<file path="config.mk">
export PLATFORM = sky130hd
export DESIGN_NAME = main_control
export DESIGN_NICKNAME = d
export VERILOG_FILES = /design/src/rtl/main_control_pkg.sv /design/src/rtl/mem_timeout_counter.sv /design/src/rtl/main_control.sv
export SDC_FILE = /design/constraint.sdc
export NUM_CORES = 1
export LEC_CHECK = 0
export ABC_CLOCK_PERIOD_IN_PS = 2050
export BUFFER_PORTS_ARGS = -buffer_cell sky130_fd_sc_hd__buf_2
export CAP_MARGIN = 20
export CELL_PAD_IN_SITES_DETAIL_PLACEMENT = 0
export CELL_PAD_IN_SITES_GLOBAL_PLACEMENT = 1
export CORE_AREA = 2 2 71 73
export DETAILED_ROUTE_END_ITERATION = 7
export DIE_AREA = 0 0 73 75
export PLACE_DENSITY = 0.79
export SLEW_MARGIN = 20
export SYNTH_ARGS = -nofsm -noshare
export SYNTH_HDL_FRONTEND = slang
export SYNTH_HIERARCHICAL = 1
export SYNTH_SLANG_ARGS = --single-unit
export TNS_END_PERCENT = 50
</file>
<file path="constraint.sdc">
create_clock -name clk -period 2.05 [get_ports clk]
set_clock_uncertainty 0.15 [all_clocks]
set_input_delay 0.41 -clock clk [delete_from_list [all_inputs] [get_ports clk]]
set_output_delay 0.41 -clock clk [all_outputs]
set_load 0.02 [all_outputs]
</file>
<file path="src/rtl/main_control_pkg.sv">
// Shared types for the multi-cycle main controller: FSM states, instruction type codes
// and the bit positions of the instruction fields.
package main_control_pkg;

  typedef enum logic [2:0] {
    FETCH     = 3'd0,
    DECODE    = 3'd1,
    EXECUTE   = 3'd2,
    MEM       = 3'd3,
    WRITEBACK = 3'd4,
    HALT      = 3'd5
  } state_e;

  localparam logic [1:0] TYPE_A = 2'b00;
  localparam logic [1:0] TYPE_B = 2'b01;
  localparam logic [1:0] TYPE_C = 2'b10;
  localparam logic [1:0] TYPE_D = 2'b11;

  localparam int TYPE_HI  = 15;
  localparam int TYPE_LO  = 14;
  localparam int LS_BIT   = 12;
  localparam int FUNCT_HI = 3;
  localparam int FUNCT_LO = 0;

endpackage

</file>
<file path="src/rtl/mem_timeout_counter.sv">
// 8-bit down-counter that times the MEM handshake; load presets it, en counts down
// and it sticks at zero, where expired is flagged.
module mem_timeout_counter (
  input  logic       clk,
  input  logic       rst,
  input  logic       load,
  input  logic [7:0] load_val,
  input  logic       en,
  output logic       expired
);

  logic [7:0] count_q, count_d;

  always_comb begin
    count_d = count_q;
    if (load) begin
      count_d = load_val;
    end else if (en && (count_q != 8'd0)) begin
      count_d = count_q - 8'd1;
    end
  end

  always_ff @(posedge clk) begin
    if (rst) begin
      count_q <= 8'd0;
    end else begin
      count_q <= count_d;
    end
  end

  assign expired = (count_q == 8'd0);

endmodule

</file>
<file path="src/rtl/main_control.sv">
// Multi-cycle main controller: FETCH/DECODE/EXECUTE/MEM/WRITEBACK/HALT with a timed memory handshake.
// Define MAIN_CONTROL_PERF_EN to get a retired-instruction counter on instr_count.
module main_control
  import main_control_pkg::*;
#(
  parameter int MEM_TIMEOUT = 15
) (
  input  logic        clk,
  input  logic        rst,
  input  logic [15:0] instr,
  input  logic        instr_valid,
  output logic        instr_ready,
  input  logic        zero_flag,
  output logic        mem_req,
  input  logic        mem_ack,
  output logic [1:0]  alu_op,
  output logic [3:0]  funct_code,
  output logic        ir_write,
  output logic        pc_write,
  output logic        reg_write,
  output logic        mem_read,
  output logic        mem_write,
  output logic        branch,
  output logic        halted,
  output logic        fault,
  output logic [15:0] instr_count
);

  // The counter is preset one short so MEM lasts exactly MEM_TIMEOUT cycles.
  localparam logic [7:0] TIMEOUT_LOAD = 8'(MEM_TIMEOUT - 1);

  state_e      state_q, state_d;
  logic [15:0] ir_q, ir_d;
  logic [1:0]  alu_op_q, alu_op_d;
  logic [3:0]  funct_q, funct_d;
  logic        fault_q, fault_d;
  logic        cnt_load, cnt_en, cnt_expired;

  logic [1:0]  ir_type;
  logic        ir_store;
  logic        unused_ir;

  assign ir_type   = ir_q[TYPE_HI:TYPE_LO];
  assign ir_store  = ir_q[LS_BIT];
  assign unused_ir = ^{ir_q[13], ir_q[11:4]};

  mem_timeout_counter u_timeout (
    .clk      (clk),
    .rst      (rst),
    .load     (cnt_load),
    .load_val (TIMEOUT_LOAD),
    .en       (cnt_en),
    .expired  (cnt_expired)
  );

  always_comb begin
    state_d     = state_q;
    ir_d        = ir_q;
    alu_op_d    = alu_op_q;
    funct_d     = funct_q;
    fault_d     = fault_q;
    instr_ready = 1'b0;
    ir_write    = 1'b0;
    pc_write    = 1'b0;
    reg_write   = 1'b0;
    mem_req     = 1'b0;
    mem_read    = 1'b0;
    mem_write   = 1'b0;
    branch      = 1'b0;
    cnt_load    = 1'b0;
    cnt_en      = 1'b0;

    case (state_q)
      FETCH: begin
        instr_ready = 1'b1;
        if (instr_valid) begin
          ir_write = 1'b1;
          pc_write = 1'b1;
          ir_d     = instr;
          state_d  = DECODE;
        end
      end
      DECODE: begin
        alu_op_d = ir_type;
        funct_d  = (ir_type == TYPE_A) ? ir_q[FUNCT_HI:FUNCT_LO] : 4'b0000;
        state_d  = (ir_type == TYPE_D) ? HALT : EXECUTE;
      end
      EXECUTE: begin
        case (ir_type)
          TYPE_A: state_d = WRITEBACK;
          TYPE_B: begin
            cnt_load = 1'b1;
            state_d  = MEM;
          end
          TYPE_C: begin
            branch   = 1'b1;
            pc_write = zero_flag;
            state_d  = FETCH;
          end
          default: state_d = HALT;
        endcase
      end
      MEM: begin
        mem_req   = 1'b1;
        mem_read  = ~ir_store;
        mem_write = ir_store;
        cnt_en    = 1'b1;
        // An ack in the expiry cycle still completes the access.
        if (mem_ack) begin
          state_d = ir_store ? FETCH : WRITEBACK;
        end else if (cnt_expired) begin
          fault_d = 1'b1;
          state_d = HALT;
        end
      end
      WRITEBACK: begin
        reg_write = 1'b1;
        state_d   = FETCH;
      end
      HALT: begin
        state_d = HALT;
      end
      default: state_d = FETCH;
    endcase
  end

  always_ff @(posedge clk) begin
    if (rst) begin
      state_q  <= FETCH;
      ir_q     <= 16'h0000;
      alu_op_q <= 2'b00;
      funct_q  <= 4'b0000;
      fault_q  <= 1'b0;
    end else begin
      state_q  <= state_d;
      ir_q     <= ir_d;
      alu_op_q <= alu_op_d;
      funct_q  <= funct_d;
      fault_q  <= fault_d;
    end
  end

  assign alu_op     = alu_op_q;
  assign funct_code = funct_q;
  assign fault      = fault_q;
  assign halted     = (state_q == HALT);

`ifdef MAIN_CONTROL_PERF_EN
  logic [15:0] instr_count_q, instr_count_d;

  always_comb begin
    instr_count_d = instr_count_q;
    if ((state_d == FETCH) &&
        ((state_q == EXECUTE) || (state_q == MEM) || (state_q == WRITEBACK))) begin
      instr_count_d = instr_count_q + 16'd1;
    end
  end

  always_ff @(posedge clk) begin
    if (rst) begin
      instr_count_q <= 16'h0000;
    end else begin
      instr_count_q <= instr_count_d;
    end
  end

  assign instr_count = instr_count_q;
`else
  assign instr_count = 16'h0000;
`endif

endmodule
</file>
Word level (Yosys, flattened, before mapping)
Index checks and enable logic that the tools add are counted.
{ "totals": {"ff_bits": 34, "out_inout_bits": 32} }
{ "classes": {"add_sub_neg": 1, "eq_ne": 10, "mux": 23, "n_bitwise": 2, "reduce_logical": 10} }
{ "op_table": {"columns": ["cell", "count"], "rows": [
  ["two-way mux 3 bit", 5],
  ["one-hot mux 3 bit (5 select lines)", 1],
  ["two-way mux 1 bit", 12],
  ["two-way mux 4 bit", 3],
  ["one-hot mux 3 bit (3 select lines)", 1],
  ["zero test 8 bit", 1],
  ["nonzero test 8 bit", 1],
  ["subtractor 8 x 1 -> 8 bit (second input constant)", 1],
  ["== test 3 x 2 -> 1 bit (second input constant)", 2],
  ["== test 3 bit (second input constant)", 2],
  ["== test 2 bit (second input constant)", 2],
  ["AND reduction 2 bit", 2],
  ["== test 3 x 1 -> 1 bit (second input constant)", 1],
  ["zero test 3 bit", 1],
  ["inequality test 3 bit (second input constant)", 1],
  ["AND reduction 3 bit", 1],
  ["== test 2 x 1 -> 1 bit (second input constant)", 1],
  ["zero test 2 bit", 1],
  ["inequality test 2 bit (second input constant)", 1],
  ["inverter 1 bit", 2],
  ["one-hot mux 1 bit (2 select lines)", 1],
  ["nonzero test 2 bit", 1],
  ["OR reduction 2 bit", 1],
  ["logical AND 1 bit", 1]
]} }

Longest topological paths before layout
Gate-level depths: netlist (run 1).
{ "depth": {"ltp_word": 5, "depth_mapped": 8, "ltp_nobuf": 8} }

Cells and area by module
Netlist (run 1), hierarchy kept.
{ "by_module_without_submodules": {"columns": ["module", "n_inst", "cells_each", "area_per_inst_um2"], "rows": [
  ["main_control", 1, 122, 957.2],
  ["mem_timeout_counter", 1, 59, 515.5]
]} }

Least setup slack after synthesis (run 1)
Ideal clock, no wire load.
{ "synth_path": {"path_type": "register -> register", "from": "reg state_q[1]", "to": "reg u_timeout.count_q[7]", "setup_time_ps": 134, "arrival_time_ps": 2070, "slack_ps": -304, "stages_incl_launch_ff": 7, "synth_period_minus_slack_ps": 2354, "path_cell_list": "dfxtp_1 -> nor2b_1 -> and2_1 -> or3b_2 -> nor3_1 -> mux2i_1 -> a211oi_1"} }
{ "synth_between": {"elab_chain_cells": 3, "elab_cells_between_ends": 6} }
{ "synth_lines": {"columns": ["element", "line", "rtl"], "rows": [
  ["from (decl)", "main_control.sv:32", "state_e state_q, state_d;"],
  ["from (signal assigned)", "main_control.sv:135", "state_q <= state_d;"],
  ["== test 3 x 2 -> 1 bit", null, null],
  ["two-way mux 1 bit", null, null],
  ["via mem_req", "main_control.sv:14", "output logic mem_req,"],
  ["logical AND 1 bit", "mem_timeout_counter.sv:18", "end else if (en && (count_q != 8'd0)) begin"],
  ["to (signal assigned)", "mem_timeout_counter.sv:27", "count_q <= count_d;"],
  ["to (decl)", "mem_timeout_counter.sv:12", "logic [7:0] count_q, count_d;"]
]} }
The timed path passes the listed nets, and every way through them passes these cells.
A chain may end at the register's enable or synchronous reset.

Worst setup path after layout (run 1)
{ "layout_path": {"from": "reg u_timeout.count_q[0]", "to": "reg u_timeout.count_q[5]"} }
{ "layout_between": {"elab_chain_cells": 2, "elab_cells_between_ends": 3} }
{ "layout_lines": {"columns": ["element"], "rows": [
  ["branches (longest 2 deep; another with subtractor 8 x 1 -> 8 bit)"]
]} }
Several ways; the timed one is not identified.

==> impl_metrics.yaml, run 1 <==
clock_tree:
  ctsRootBufferMaster: "sky130_fd_sc_hd__clkbuf_8"
  ctsHtreeMaxLevel: 1
  clk-insertion-delay-late_ps: 270
  clk_pin_slew_ps: 100
  clockBufferDepth: 2
  cts_sinks: 25
  cts_buffer_count: 3
  tritoncts: "done"
detailed_routing:
  vias: 1327
  remaining_drc_errors: 0
  detail_route.iter0.violations: 37
  detail-route-antenna-nets: 0
  wl_um: 3250
  first_pass_iters: 4
  via_to_cell_ratio: 4.53
  drt-wirelength-per-cell_um: 11.1
floorplanning:
  rows: 25
  die_area_um2: 5480
  i_o_pins: 53
  floorplan.core_area_um2: 4660
  initial_core_utilization_pct: 31.6
  die_h_um: 75
  die_extent_in_x_um: 73
logic_synthesis:
  postSynthCellCount: 181
  cell_taking_the_most_area_after_synthesis: "sky130_fd_sc_hd__dfxtp_1"
  yosysTopAreaCellShare_pct: 34.0
  synth_seq_area_share_pct: 34.0
  syn_avg_cell_area_um2: 8.14
  ys_ff_latch: 25
  ys.warnings.count: 6
  synth_area_um2: 1470
  ys.flop_type: "sky130_fd_sc_hd__dfxtp_1"
  netlist_top_cells_area: "sky130_fd_sc_hd__dfxtp_1 (34%), sky130_fd_sc_hd__buf_4 (8.2%), sky130_fd_sc_hd__nand2_1 (6.9%), sky130_fd_sc_hd__a21oi_1 (6.8%), sky130_fd_sc_hd__ha_1 (5.9%)"
  synth.lib_cells_used.distinct: 46
  ys_async_sr_fraction_pct: 0
  synth-edff-count: 0
grt:
  grt.overflow.total: 0
  antenna_found_initial: 0
  grt_pass1_wl_um: 5260
  groute.usage.overall_pct: 12.3
  grt_start_max_net_pins: 27
  grt_pass1_vias: 1212
timing:
  timing_hold_violations_final: 0
  rsz_0062_raised_after_global_routing: "false"
  maxClockFrequency_mhz: 499
  finalSetupViolCount: 0
  tns_ps: 0
  period_share_pct: 97.7
  post-route-min-period_ps: 2000
  timing_max_transition_violations_final: 0
final_layout:
  diodes_inserted: 0
  final_net_count: 268
  mostFrequentLayoutCells: "sky130_fd_sc_hd__nand2_1 (27), sky130_fd_sc_hd__buf_2 (26), sky130_fd_sc_hd__buf_4 (26)"
  most_common_library_cell_in_the_layout_ignoring_fill_and_taps: "sky130_fd_sc_hd__nand2_1"
  post_route_cells_drive_above_1_share_pct: 34.7
  layout-area-overhead-vs-synth_pct: 31.0
  instances_no_fill: 293
  finalInstanceArea_um2: 1930
setup_path:
  cpLargestDelayFamily: "simple AND/OR/NAND/NOR gates"
  critical_path.n_buffers_inverters: 1
  slowest_stage_delay_cp_ps: 630
  cp_data_required_time_ps: 2090
  worst-path-max-fanout: 3
  cpMaxStageDelayCell: "sky130_fd_sc_hd__or4_2"
  arrival_ps: 2040
  worstSetupStartpointType: "flip-flop"
  timing.critical_path.cells: "buf_4, or4_2, or4_1, a311oi_2"
  cp-end-kind: "flip-flop"
  critical_path_class: "flip-flop to flip-flop"
pwr:
  ir_worst_vdd_uv: 486
  total_leakage_power_nw: 0.888
  power_density_nw_per_um2: 681
worst_hold_path:
  holdCritPathClass: "input port to flip-flop"
flow_run:
  maxCapViolations: 0
placed_design:
  place.detailed.hpwl_um: 2420
  port_buffers: 27
  place_congestion: 0.794
  placed_cells: 281
  place_area_um2: 1760
run_status:
  outcome: "completed"
metrics by stage:
stage	power, mW	hold WS (ps)	util [%]	setup WS, ps
after global routing	1.40	201	41.4	6.55
final	1.31	209	41.4	47.7
after floorplan	0.851	287	-	14.8
after global placement	0.958	288	37.7	13.4
after CTS	1.28	202	38.8	0.443
after detailed placement	0.961	296	37.7	21.0
Yosys cell counts, types with 2 or more instances:
| master | number |
|---|---|
| sky130_fd_sc_hd__a211oi_1 | 2 |
| sky130_fd_sc_hd__buf_4 | 16 |
| sky130_fd_sc_hd__nor2b_1 | 2 |
| sky130_fd_sc_hd__and3b_1 | 2 |
| sky130_fd_sc_hd__or4_1 | 2 |
| sky130_fd_sc_hd__nand2b_1 | 2 |
| sky130_fd_sc_hd__nor3_1 | 3 |
| sky130_fd_sc_hd__a311oi_1 | 2 |
| sky130_fd_sc_hd__or3_2 | 2 |
| sky130_fd_sc_hd__dfxtp_1 | 25 |
| sky130_fd_sc_hd__conb_1 | 2 |
| sky130_fd_sc_hd__nor2_1 | 12 |
| sky130_fd_sc_hd__and2_1 | 2 |
| sky130_fd_sc_hd__o21ai_0 | 4 |
| sky130_fd_sc_hd__nand2_1 | 27 |
| sky130_fd_sc_hd__mux2i_1 | 2 |
| sky130_fd_sc_hd__ha_1 | 7 |
| sky130_fd_sc_hd__or4_2 | 2 |
| sky130_fd_sc_hd__clkbuf_1 | 2 |
| sky130_fd_sc_hd__buf_1 | 2 |
| sky130_fd_sc_hd__clkinv_1 | 2 |
| sky130_fd_sc_hd__a21oi_1 | 20 |
| sky130_fd_sc_hd__nor3b_1 | 4 |
| sky130_fd_sc_hd__inv_1 | 7 |
| sky130_fd_sc_hd__xnor2_1 | 3 |
| sky130_fd_sc_hd__nand3_1 | 5 |
state kept, by name, indices dropped and copies added (netlist names):
register and flops:
state_q 3, alu_op 2, ir_q 7, u_timeout/count_q 8, fault 1, funct_code 4
worst min-delay path: cells and delay by family:
family / cells / cell delay [ps]
AND/OR/NAND/NOR: 1 / 50
AO/OA/AOI/OAI: 1 / 50
buffers and inverters: 1 / 90
metal layers:
metal	routed length, um	part of all wire [%]	GRT usage, %	vias to the layer above
met1	1480	45	15.3	601
met2	1630	50	21.4	28
met4	17	0.52	3.50	0
met5	0	0	0	-
met3	132	4.1	2.54	2
li1	-	-	-	696
report_power, final:
| part | internal, mW | total, mW | leakage, nW | switching (mW) |
|---|---|---|---|---|
| clock | 0.143 | 0.313 | 0.0261 | 0.171 |
| combinational | 0.189 | 0.448 | 0.656 | 0.259 |
| sequential | 0.524 | 0.552 | 0.206 | 0.0281 |
timing repair:
item / in CTS / in global routing
endpoints found under the setup margin: 1 / 9
pin swaps: 1 / 6
hold buffers: 0 / 0
buffers inserted: 0 / 9
gates resized for setup: 0 / 17
cell type report:
class                           count  area [um2]
Fill cell                         486        2730
Multi-Input combinational cell    147         922
Sequential cell                    25         508
Timing Repair Buffer               54         348
Tap cell                           54        67.6
Clock buffer                        3        41.3
Inverter                            9        33.8
Clock inverter                      1        8.76
worst paths after layout:
| path | startpoint | end | slack, ps | cells past startpoint |
|---|---|---|---|---|
| worst max register to register | u_timeout/count_q[0] | u_timeout/count_q[5] | 50 | 4 |
| worst min-delay path | instr[14] | ir_q[14] | 210 | 3 |
| worst max-delay path | u_timeout/count_q[0] | u_timeout/count_q[5] | 50 | 4 |
| worst min register to register | funct_code[2] | funct_code[2] | 310 | 2 |
kinds of logic after synthesis:
| kind of cell | Yosys count | share of synthesized area, % |
|---|---|---|
| AND/OR/NAND/NOR | 73 | 26.0 |
| XOR/XNOR | 3 | 1.78 |
| other | 2 | 0.510 |
| multiplexers | 2 | 1.36 |
| AO/OA/AOI/OAI | 38 | 17.8 |
| adder cells (fa/ha/maj) | 7 | 5.95 |
| flip-flops | 25 | 34.0 |
| buffers and inverters | 31 | 12.6 |
Note: power is estimated with default switching activity, not from simulation.
==> inputs of run 2 (changes only) <==
--- a/constraint.sdc
+++ b/constraint.sdc
@@ -3,3 +3,3 @@
 set_input_delay 0.41 -clock clk [delete_from_list [all_inputs] [get_ports clk]]
 set_output_delay 0.41 -clock clk [all_outputs]
-set_load 0.02 [all_outputs]
+set_load 0.1 [all_outputs]
==> impl_metrics.yaml, run 2 (synthesized netlist as in run 1, its figures left out) <==
run_status:
  outcome: "completed"
grt:
  grt_pass1_wl_um: 5490
  grt_start_max_net_pins: 16
  antenna_found_initial: 0
  grt_pass1_vias: 1241
  grt.overflow.total: 0
  groute.usage.overall_pct: 12.9
final_layout:
  diodes_inserted: 0
  instances_no_fill: 290
  final_core_area_utilization_pct: 44.2
  final_net_count: 265
  mostFrequentLayoutCells: "sky130_fd_sc_hd__nand2_1 (25), sky130_fd_sc_hd__conb_1 (24), sky130_fd_sc_hd__buf_4 (24)"
  most_common_library_cell_in_the_layout_ignoring_fill_and_taps: "sky130_fd_sc_hd__nand2_1"
  layout-area-overhead-vs-synth_pct: 39.9
  finalInstanceArea_um2: 2060
  regMostFlops: "u_timeout/count_q"
  post_route_cells_drive_above_1_share_pct: 35.2
  largest_register_ffs: 8
timing:
  post-route-min-period_ps: 2020
  timing_max_transition_violations_final: 0
  maxClockFrequency_mhz: 494
  finalSetupViolCount: 0
  rsz_0062_raised_after_global_routing: "true"
  period_share_pct: 98.8
  timing_hold_violations_final: 0
pwr:
  ir_worst_vdd_uv: 476
  total_leakage_power_nw: 0.910
  power_density_nw_per_um2: 803
clock_tree:
  ctsRootBufferMaster: "sky130_fd_sc_hd__clkbuf_8"
  clk_pin_slew_ps: 90
  cts_sinks: 25
  cts_buffer_count: 3
  clockBufferDepth: 2
  tritoncts: "done"
  clk-insertion-delay-late_ps: 270
  ctsHtreeMaxLevel: 1
placed_design:
  placed_cells: 281
  port_buffers: 27
  place_area_um2: 1950
  place.detailed.hpwl_um: 2420
  place_congestion: 0.814
detailed_routing:
  via_to_cell_ratio: 4.55
  vias: 1320
  detail_route.iter0.violations: 20
  detail-route-antenna-nets: 0
  remaining_drc_errors: 0
  wl_um: 3240
  drt-wirelength-per-cell_um: 11.2
  first_pass_iters: 4
floorplanning:
  rows: 25
  i_o_pins: 53
  die_h_um: 75
  die_area_um2: 5480
  floorplan.core_area_um2: 4660
  initial_core_utilization_pct: 31.6
  die_extent_in_x_um: 73
setup_path:
  worstSetupStartpointType: "flip-flop"
  worst-path-max-fanout: 6
  worstSetupEndpoint: "pc_write"
  timing.reg2reg.worst_path_depth: 7
  worst_setup_path_startpoint: "state_q[1]"
  regToRegSetupSlack_ps: 70
  cp-end-kind: "primary output"
  critical_path_class: "flip-flop to primary output"
  cp_data_required_time_ps: 1490
  crit-reg2reg-capture: "u_timeout/count_q[5]"
  arrival_ps: 1460
  worst_r2r_startpoint: "state_q[1]"
flow_run:
  maxCapViolations: 0
worst_hold_path:
  holdCritPathClass: "input port to flip-flop"
[run 2: cell count changes in the layout (fill, tap and decap cells not counted), sizes merged]
cell and delta:
buf -3
[run 2: report_power, final]
group | switching (mW) | internal (mW)
clock | 0.170 | 0.139
combinational | 0.547 | 0.249
sequential | 0.0257 | 0.523
total | 0.743 | 0.911
[run 2: layout make-up]
| type | count | area (um2) |
|---|---|---|
| fill | 485 | 2600 |
| multi-input combinational | 147 | 945 |
| sequential | 25 | 512 |
| timing repair buffer | 51 | 450 |
| tap | 54 | 67.6 |
| clock buffer | 3 | 41.3 |
| inverter | 9 | 38.8 |
| clock inverter | 1 | 6.26 |
[run 2: worst max-delay path, stage by stage (launching register included)]
cell	delay, ps
sky130_fd_sc_hd__dfxtp_4	350
sky130_fd_sc_hd__nor2b_4	130
sky130_fd_sc_hd__buf_4	140
sky130_fd_sc_hd__and3b_2	250
sky130_fd_sc_hd__nand2_4	80
sky130_fd_sc_hd__nand2_8	70
sky130_fd_sc_hd__buf_12	160
[run 2: worst min-delay path by stage]
stage / start / endpoint / slack (ps) / depth (start not counted)
finish: instr[14] / ir_q[14] / 210 / 3
global route: instr[14] / ir_q[14] / 220 / 3
CTS: instr[14] / ir_q[14] / 190 / 3
detailed placement: funct_code[0] / funct_code[0] / 290 / 2
global placement: funct_code[2] / funct_code[2] / 290 / 2
floorplan: ir_q[0] / ir_q[0] / 290 / 2
[run 2: per-layer routing]
layer / up-vias / share of wire (%) / routed length, um / GRT usage [%]
li1: 696 / - / - / -
met3: 2 / 4.2 / 137 / 3.48
met4: 0 / 0.56 / 18 / 3.70
met5: - / 0 / 0 / 0
met2: 30 / 52 / 1670 / 22.1
met1: 592 / 44 / 1410 / 15.8
[run 2: stage by stage]
stage	setup TNS (ps)	total power, mW	hold slack [ps]	setup WS (ps)
floorplan	-1890	1.16	287	-281
CTS	0	1.67	194	2.03
global route	-93.1	1.74	216	-48.6
global placement	0	1.33	290	49.8
detailed placement	0	1.34	291	28.8
finish	0	1.65	206	25.1
[run 2: what timing repair did]
action,CTS,global route
hold buffers,0,0
pin swaps,1,5
endpoints found under the setup margin,2,7
setup buffers,1,4
resized for setup,4,7
